--- config.mk ---
export PLATFORM = sky130hd
export DESIGN_NAME = y_adder
export DESIGN_NICKNAME = d
export VERILOG_FILES = /design/src/rtl/y_adder_pkg.sv /design/src/rtl/y_full_adder.sv /design/src/rtl/y_adder.sv
export SDC_FILE = /design/constraint.sdc
export NUM_CORES = 1
export LEC_CHECK = 0
export CORE_ASPECT_RATIO = 1.4
export CORE_MARGIN = 1.5
export CORE_UTILIZATION = 40
export CTS_CLUSTER_DIAMETER = 80
export DETAILED_ROUTE_END_ITERATION = 8
export PLACE_DENSITY_LB_ADDON = 0.1
export SLEW_MARGIN = 20
export SYNTH_ARGS = -nofsm -noshare
export SYNTH_HDL_FRONTEND = slang
export SYNTH_SLANG_ARGS = --single-unit
--- constraint.sdc ---
create_clock -name clk -period 0.9 [get_ports clk]
set_clock_uncertainty 0.05 [all_clocks]
set_input_delay 0.225 -clock clk [delete_from_list [all_inputs] [get_ports clk]]
set_output_delay 0.225 -clock clk [all_outputs]
set_load 0.005 [all_outputs]
--- src/rtl/y_adder_pkg.sv ---
// Shared constants for the y_adder ripple-carry adder: default width and legal width range.
package y_adder_pkg;

   localparam int unsigned DEFAULT_WIDTH = 32;
   localparam int unsigned WIDTH_MIN     = 1;
   localparam int unsigned WIDTH_MAX     = 64;

endpackage : y_adder_pkg

--- src/rtl/y_full_adder.sv ---
// One-bit full adder cell used as a link in the y_adder ripple chain.
module y_full_adder (
   input  logic a,
   input  logic b,
   input  logic cin,
   output logic z,
   output logic cout
);

   assign z    = a ^ b ^ cin;
   assign cout = (a & b) | (a & cin) | (b & cin);

endmodule : y_full_adder

--- src/rtl/y_adder.sv ---
// Registered WIDTH-bit ripple-carry adder with one-cycle latency.
// Optional signed-overflow output ovf is built only when Y_ADDER_OVF_EN is defined.
module y_adder
   import y_adder_pkg::*;
#(
   parameter int unsigned WIDTH = DEFAULT_WIDTH
) (
   input  logic             clk,
   input  logic             rst_n,
   input  logic [WIDTH-1:0] a,
   input  logic [WIDTH-1:0] b,
   input  logic             cin,
   input  logic             in_valid,
   output logic [WIDTH-1:0] z,
   output logic             cout,
   output logic             out_valid
`ifdef Y_ADDER_OVF_EN
   ,
   output logic             ovf
`endif
);

   if (WIDTH < WIDTH_MIN || WIDTH > WIDTH_MAX) begin : g_bad_width
      $error("y_adder: WIDTH %0d outside legal range", WIDTH);
   end

   logic [WIDTH:0]   carry;
   logic [WIDTH-1:0] sum;

   assign carry[0] = cin;

   // Ripple chain: carry[i] feeds bit i, carry[WIDTH] is the final carry-out.
   for (genvar gi = 0; gi < int'(WIDTH); gi++) begin : g_fa
      y_full_adder u_fa (
         .a    (a[gi]),
         .b    (b[gi]),
         .cin  (carry[gi]),
         .z    (sum[gi]),
         .cout (carry[gi+1])
      );
   end

   // Result and valid registers; result holds while in_valid is low.
   always_ff @(posedge clk or negedge rst_n) begin
      if (!rst_n) begin
         z         <= '0;
         cout      <= 1'b0;
         out_valid <= 1'b0;
      end else begin
         out_valid <= in_valid;
         if (in_valid) begin
            z    <= sum;
            cout <= carry[WIDTH];
         end
      end
   end

`ifdef Y_ADDER_OVF_EN
   logic ovf_c;

   assign ovf_c = (a[WIDTH-1] == b[WIDTH-1]) && (sum[WIDTH-1] != a[WIDTH-1]);

   always_ff @(posedge clk or negedge rst_n) begin
      if (!rst_n) begin
         ovf <= 1'b0;
      end else if (in_valid) begin
         ovf <= ovf_c;
      end
   end
`endif

endmodule : y_adder

## After elaboration in Yosys (flattened, before gate mapping)

Cells that the tools add are included.

- Flip-flop bits (word level): 34
- Bits in latches: 0
- Bits in writable memories: 0
- ROM bits: 0
- Input port bits: 68
- Output and inout bits: 34
- Logic and storage cells: 227
- Memories: 0

- $add $sub $neg: 0
- Multipliers: 0
- Div/mod/pow operators: 0
- Magnitude comparators: 0
- Eq/ne operators: 0
- Shifts and indexed selects: 0
- Muxes and demuxes: 0
- Bitwise logic cells: 224
- Reduce and logical (&&, ||, !) cells: 0

Operators by type and width:

| operator | number |
|---|---|
| $and 1x1->1 | 96 |
| $or 1x1->1 | 64 |
| $xor 1x1->1 | 64 |

## Longest topological paths before layout

- Depth after elaboration: 96
- Gate-level depth with buffers: 36
- Mapped depth without buffers: 36

## Cells and area by module

Synthesis repeated with hierarchy kept, for this count alone.

- Cells, all modules: 103
- Area total of the unflattened synthesis: 2047.0 sq um

Modules (own cells, without submodules):

| module | times used | cells each | area an instance (sq um) | sequential area each (sq um) |
|---|---|---|---|---|
| y_adder | 1 | 71 | 1406.3 | 850.8 |
| y_full_adder | 32 | 1 | 20.0 | 0.0 |

## Worst setup path after synthesis

Ideal clock, no wire load.

- Path type: input to register
- Start: in a[0]
- End: reg z[31]
- Setup time: 77 ps
- Arrival: 12432 ps
- Required time: 773 ps
- Slack: -11659 ps
- Stages: 36
- Buffers on the path: 0
- Cell sequence: inv_1 fa_1 inv_1 fa_1 fa_1 fa_1 fa_1 fa_1 fa_1 fa_1 fa_1 fa_1 fa_1 fa_1 fa_1 fa_1 fa_1 fa_1 fa_1 fa_1 fa_1 fa_1 fa_1 fa_1 fa_1 fa_1 fa_1 fa_1 fa_1 fa_1 fa_1 fa_1 fa_1 inv_1 fa_1 a21oi_1

- Cells in the longest elaborated chain, start to end: 94
- Elaborated cells between the ends (all ways): 125
- Classes of those cells: bitwise: 125

RTL lines:

| what | line | text |
|---|---|---|
| start, declared | y_adder.sv:10 | `input logic [WIDTH-1:0] a,` |
| $and 1x1->1 | y_full_adder.sv:11 | `assign cout = (a & b) \| (a & cin) \| (b & cin);` |
| $or 1x1->1 * (2 in series) | y_full_adder.sv:11 |  |
| $and 1x1->1 | y_full_adder.sv:11 |  |
| $or 1x1->1 | y_full_adder.sv:11 |  |
| $or 1x1->1 * | y_full_adder.sv:11 |  |
| $and 1x1->1 | y_full_adder.sv:11 |  |
| $or 1x1->1 | y_full_adder.sv:11 |  |
| $or 1x1->1 * | y_full_adder.sv:11 |  |
| [77 not listed] | - |  |
| $or 1x1->1 * | y_full_adder.sv:11 |  |
| $and 1x1->1 | y_full_adder.sv:11 |  |
| $or 1x1->1 | y_full_adder.sv:11 |  |
| $or 1x1->1 * | y_full_adder.sv:11 |  |
| $and 1x1->1 | y_full_adder.sv:11 |  |
| $or 1x1->1 | y_full_adder.sv:11 |  |
| $or 1x1->1 * | y_full_adder.sv:11 |  |
| $xor 1x1->1 * | y_full_adder.sv:10 | `assign z = a ^ b ^ cin;` |
| end signal, assigned | y_adder.sv:52 | `z <= sum;` |
| end, declared | y_adder.sv:14 | `output logic [WIDTH-1:0] z,` |

Every way passes the cells marked *; elsewhere a longest branch is shown, timed or not.
A chain may end at the register's enable or synchronous reset.

## Final worst setup path

Same ends and word-level chain as after synthesis.

==> impl_metrics.env <==
export IMPL_violations="setup timing"
export IMPL_cp_arrival_ns=11.70
export IMPL_htree_levels=2
export IMPL_max_slew_margin=0.870
export IMPL_ys_seq_elements=34
export IMPL_synth_area_leaders="dfrtp_1 42%, fa_1 31%, mux2_4 18%"
export IMPL_insertion_delay_ns=0.29
export IMPL_worst_path_buf_inv=4
export IMPL_synth_top_area_share=0.418
export IMPL_start_kind="input pin"
export IMPL_mostFrequentLayoutCells="60 x clkdlybuf4s50_1, 37 x buf_2, 34 x dfrtp_1"
export IMPL_final_cells=309
export IMPL_synth_area_mm2=0.00203
export IMPL_place_port_buffers=101
export IMPL_yosysTopAreaCell="dfrtp_1"
export IMPL_critical_path_top_delay_family="adder cells"
export IMPL_setup_slack_ns=-10.63
export IMPL_dpl_hpwl_mm=3.68
export IMPL_period_minus_slack_ns=11.53
export IMPL_utilization=0.682
export IMPL_drt_pass1_iter_count=4
export IMPL_avgViaCountPerCell=4.54
export IMPL_pre_cts_ws_ns=-11.47
export IMPL_path_class="input pin to register"
export IMPL_tns_ns=-186.88
export IMPL_finalHoldViolCount=0
export IMPL_holdWs_ns=0.230
export IMPL_yosysUniqueCellTypes=9
export IMPL_vdd_drop_max_v=0.000971
export IMPL_gp_congestion=0.683
export IMPL_syn_nets=213
export IMPL_setup_viol=66
export IMPL_slowest_delay_ns=0.39
export IMPL_cts_num_sinks=34
export IMPL_clkTransAtPathRegs_ns=0.07
export IMPL_io_pins=102
export IMPL_num_vias=1402
export IMPL_start_util=0.417
export IMPL_worstMarginPinSlew_ns=0.195
export IMPL_r2r_end="z[7]"
export IMPL_cts_root_buf="clkbuf_8"
export IMPL_drt_iter0_markers=17
export IMPL_num_rows=30
export IMPL_drtAntennaViolNets=0
export IMPL_dr_wl_met3_um=337
export IMPL_chipWidth_um=63.3
export IMPL_worstHoldStart="in_valid"
export IMPL_areaGrowthSynthToFinish_pct=63.5
export IMPL_routed_top_layer="met4"
export IMPL_numCtsBuffers=5
export IMPL_layout_drive_gt1_share=0.563
export IMPL_drt_wl_total_mm=4.78
export IMPL_mostFrequentLayoutCell="clkdlybuf4s50_1"
export IMPL_worstSetupEndpoint="z[31]"
export IMPL_design_power_total_mw=5.41
export IMPL_syn_inst=113
export IMPL_place_area_mm2=0.00328
export IMPL_grt_pass1_vias=1638
export IMPL_n_antenna_cell=0
export IMPL_design_area_mm2=0.00333
export IMPL_ctsLongestPathBuffers=2
export IMPL_syn_area_per_cell_um2=18.0
export IMPL_drc=0
export IMPL_grt_pass1_wl_mm=7.78
export IMPL_min_period_over_period=12.8
export IMPL_cp_startpoint="a[0]"
export IMPL_status="complete, but fails checks"
export IMPL_r2r_start="z[7]"
export IMPL_r2r_slack_ns=-0.14
export IMPL_wl_met1_mm=1.59
export IMPL_grt_util_all_layers=0.192
export IMPL_powerDensity_mw_per_mm2=1630
export IMPL_yosysSeqAreaShare=0.418
export IMPL_slew_violations=0
export IMPL_hp_class="input pin to register"
export IMPL_cts_tree="yes"
export IMPL_die_area_mm2=0.00553
export IMPL_die_y_um=87.4
export IMPL_max_cap_violations=0
export IMPL_cp_max_fo=1
export IMPL_cpMaxStageDelayCell="fa_1"
export IMPL_r2r_worst_path_cells=3
export IMPL_synth_warnings=0
export IMPL_wl_met2_mm=2.77
export IMPL_crit_cells=37
export IMPL_end_kind="register"
export IMPL_worst_path_most_repeated_cell="fa_2"
export IMPL_grt_max_degree=35
export IMPL_antenna_found_initial=0
export IMPL_gr_total_overflow=0
export IMPL_required_ns=1.07
export IMPL_rsz0062_at_grt="true"
export IMPL_dp_cells=286
export IMPL_avgRoutedWirePerCell_um=15.5
export IMPL_p_leak_nw=1.48
export IMPL_num_nets_final=344
export IMPL_fmax_ghz=0.0867
export IMPL_core_mm2=0.00488
## logic make-up (layout without fill, tap and decap cells)
group,after synthesis,count (layout),synth area share
adders and majority gates,32,32,0.315
buffers and inverters,11,143,0.0437
AOI/OAI and AO/OA,3,3,0.00738
muxes,30,30,0.210
DFF,34,34,0.418
and+or+nand+nor,3,3,0.00553
## worst reg2reg max path, delay by kind of cell, from the launching register on
kind	cells	cell delay (ns)
buffers and inverters	2	0.25
flip-flops	1	0.37
multiplexers	1	0.26
## how the worst min path moves through the flow
stage / to / slack [ns] / depth (start not counted)
3_5_place_dp: z[9] / 0.15 / 2
5_1_grt: out_valid / 0.21 / 2
4_1_cts: out_valid / 0.22 / 2
2_1_floorplan: cout / -0.12 / 0
3_3_place_gp: z[9] / 0.15 / 2
6_report: out_valid / 0.23 / 2
## registers in the layout, indices dropped and copies added (netlist names)
signal	flops
z	32
cout	1
out_valid	1
## cells in the mapped netlist, drive strengths merged
cell type,count
dfrtp,34
fa,32
mux2,30
inv,7
buf,4
a21oi,3
nor2,3
## per-layer routing
layer,global-route usage,vias to the layer above
li1,-,625
met1,0.202,710
met2,0.358,60
met3,0.0621,7
met4,0.0711,0
met5,0,-
## where the power goes
part / internal, mW / switching, mW
clock network: 0.617 / 0.569
logic: 1.44 / 0.728
registers: 1.89 / 0.174
## area by class of cell
class / instances / area [um2]
Fill cell: 374 / 1550
Multi-Input combinational cell: 68 / 1190
Timing Repair Buffer: 128 / 1070
Sequential cell: 34 / 851
Clock buffer: 7 / 86.3
Tap cell: 64 / 80.1
Inverter: 7 / 43.8
Clock inverter: 1 / 5.00
## repair_timing
item | 4_1_cts | 5_1_grt
gates resized for setup | 158 | 1
setup endpoints to repair | 67 | 66
hold endpoints to repair | 34 | 0
hold buffers | 1 | 0
setup buffers | 12 | 2
Power figures use the tool's default switching activity.
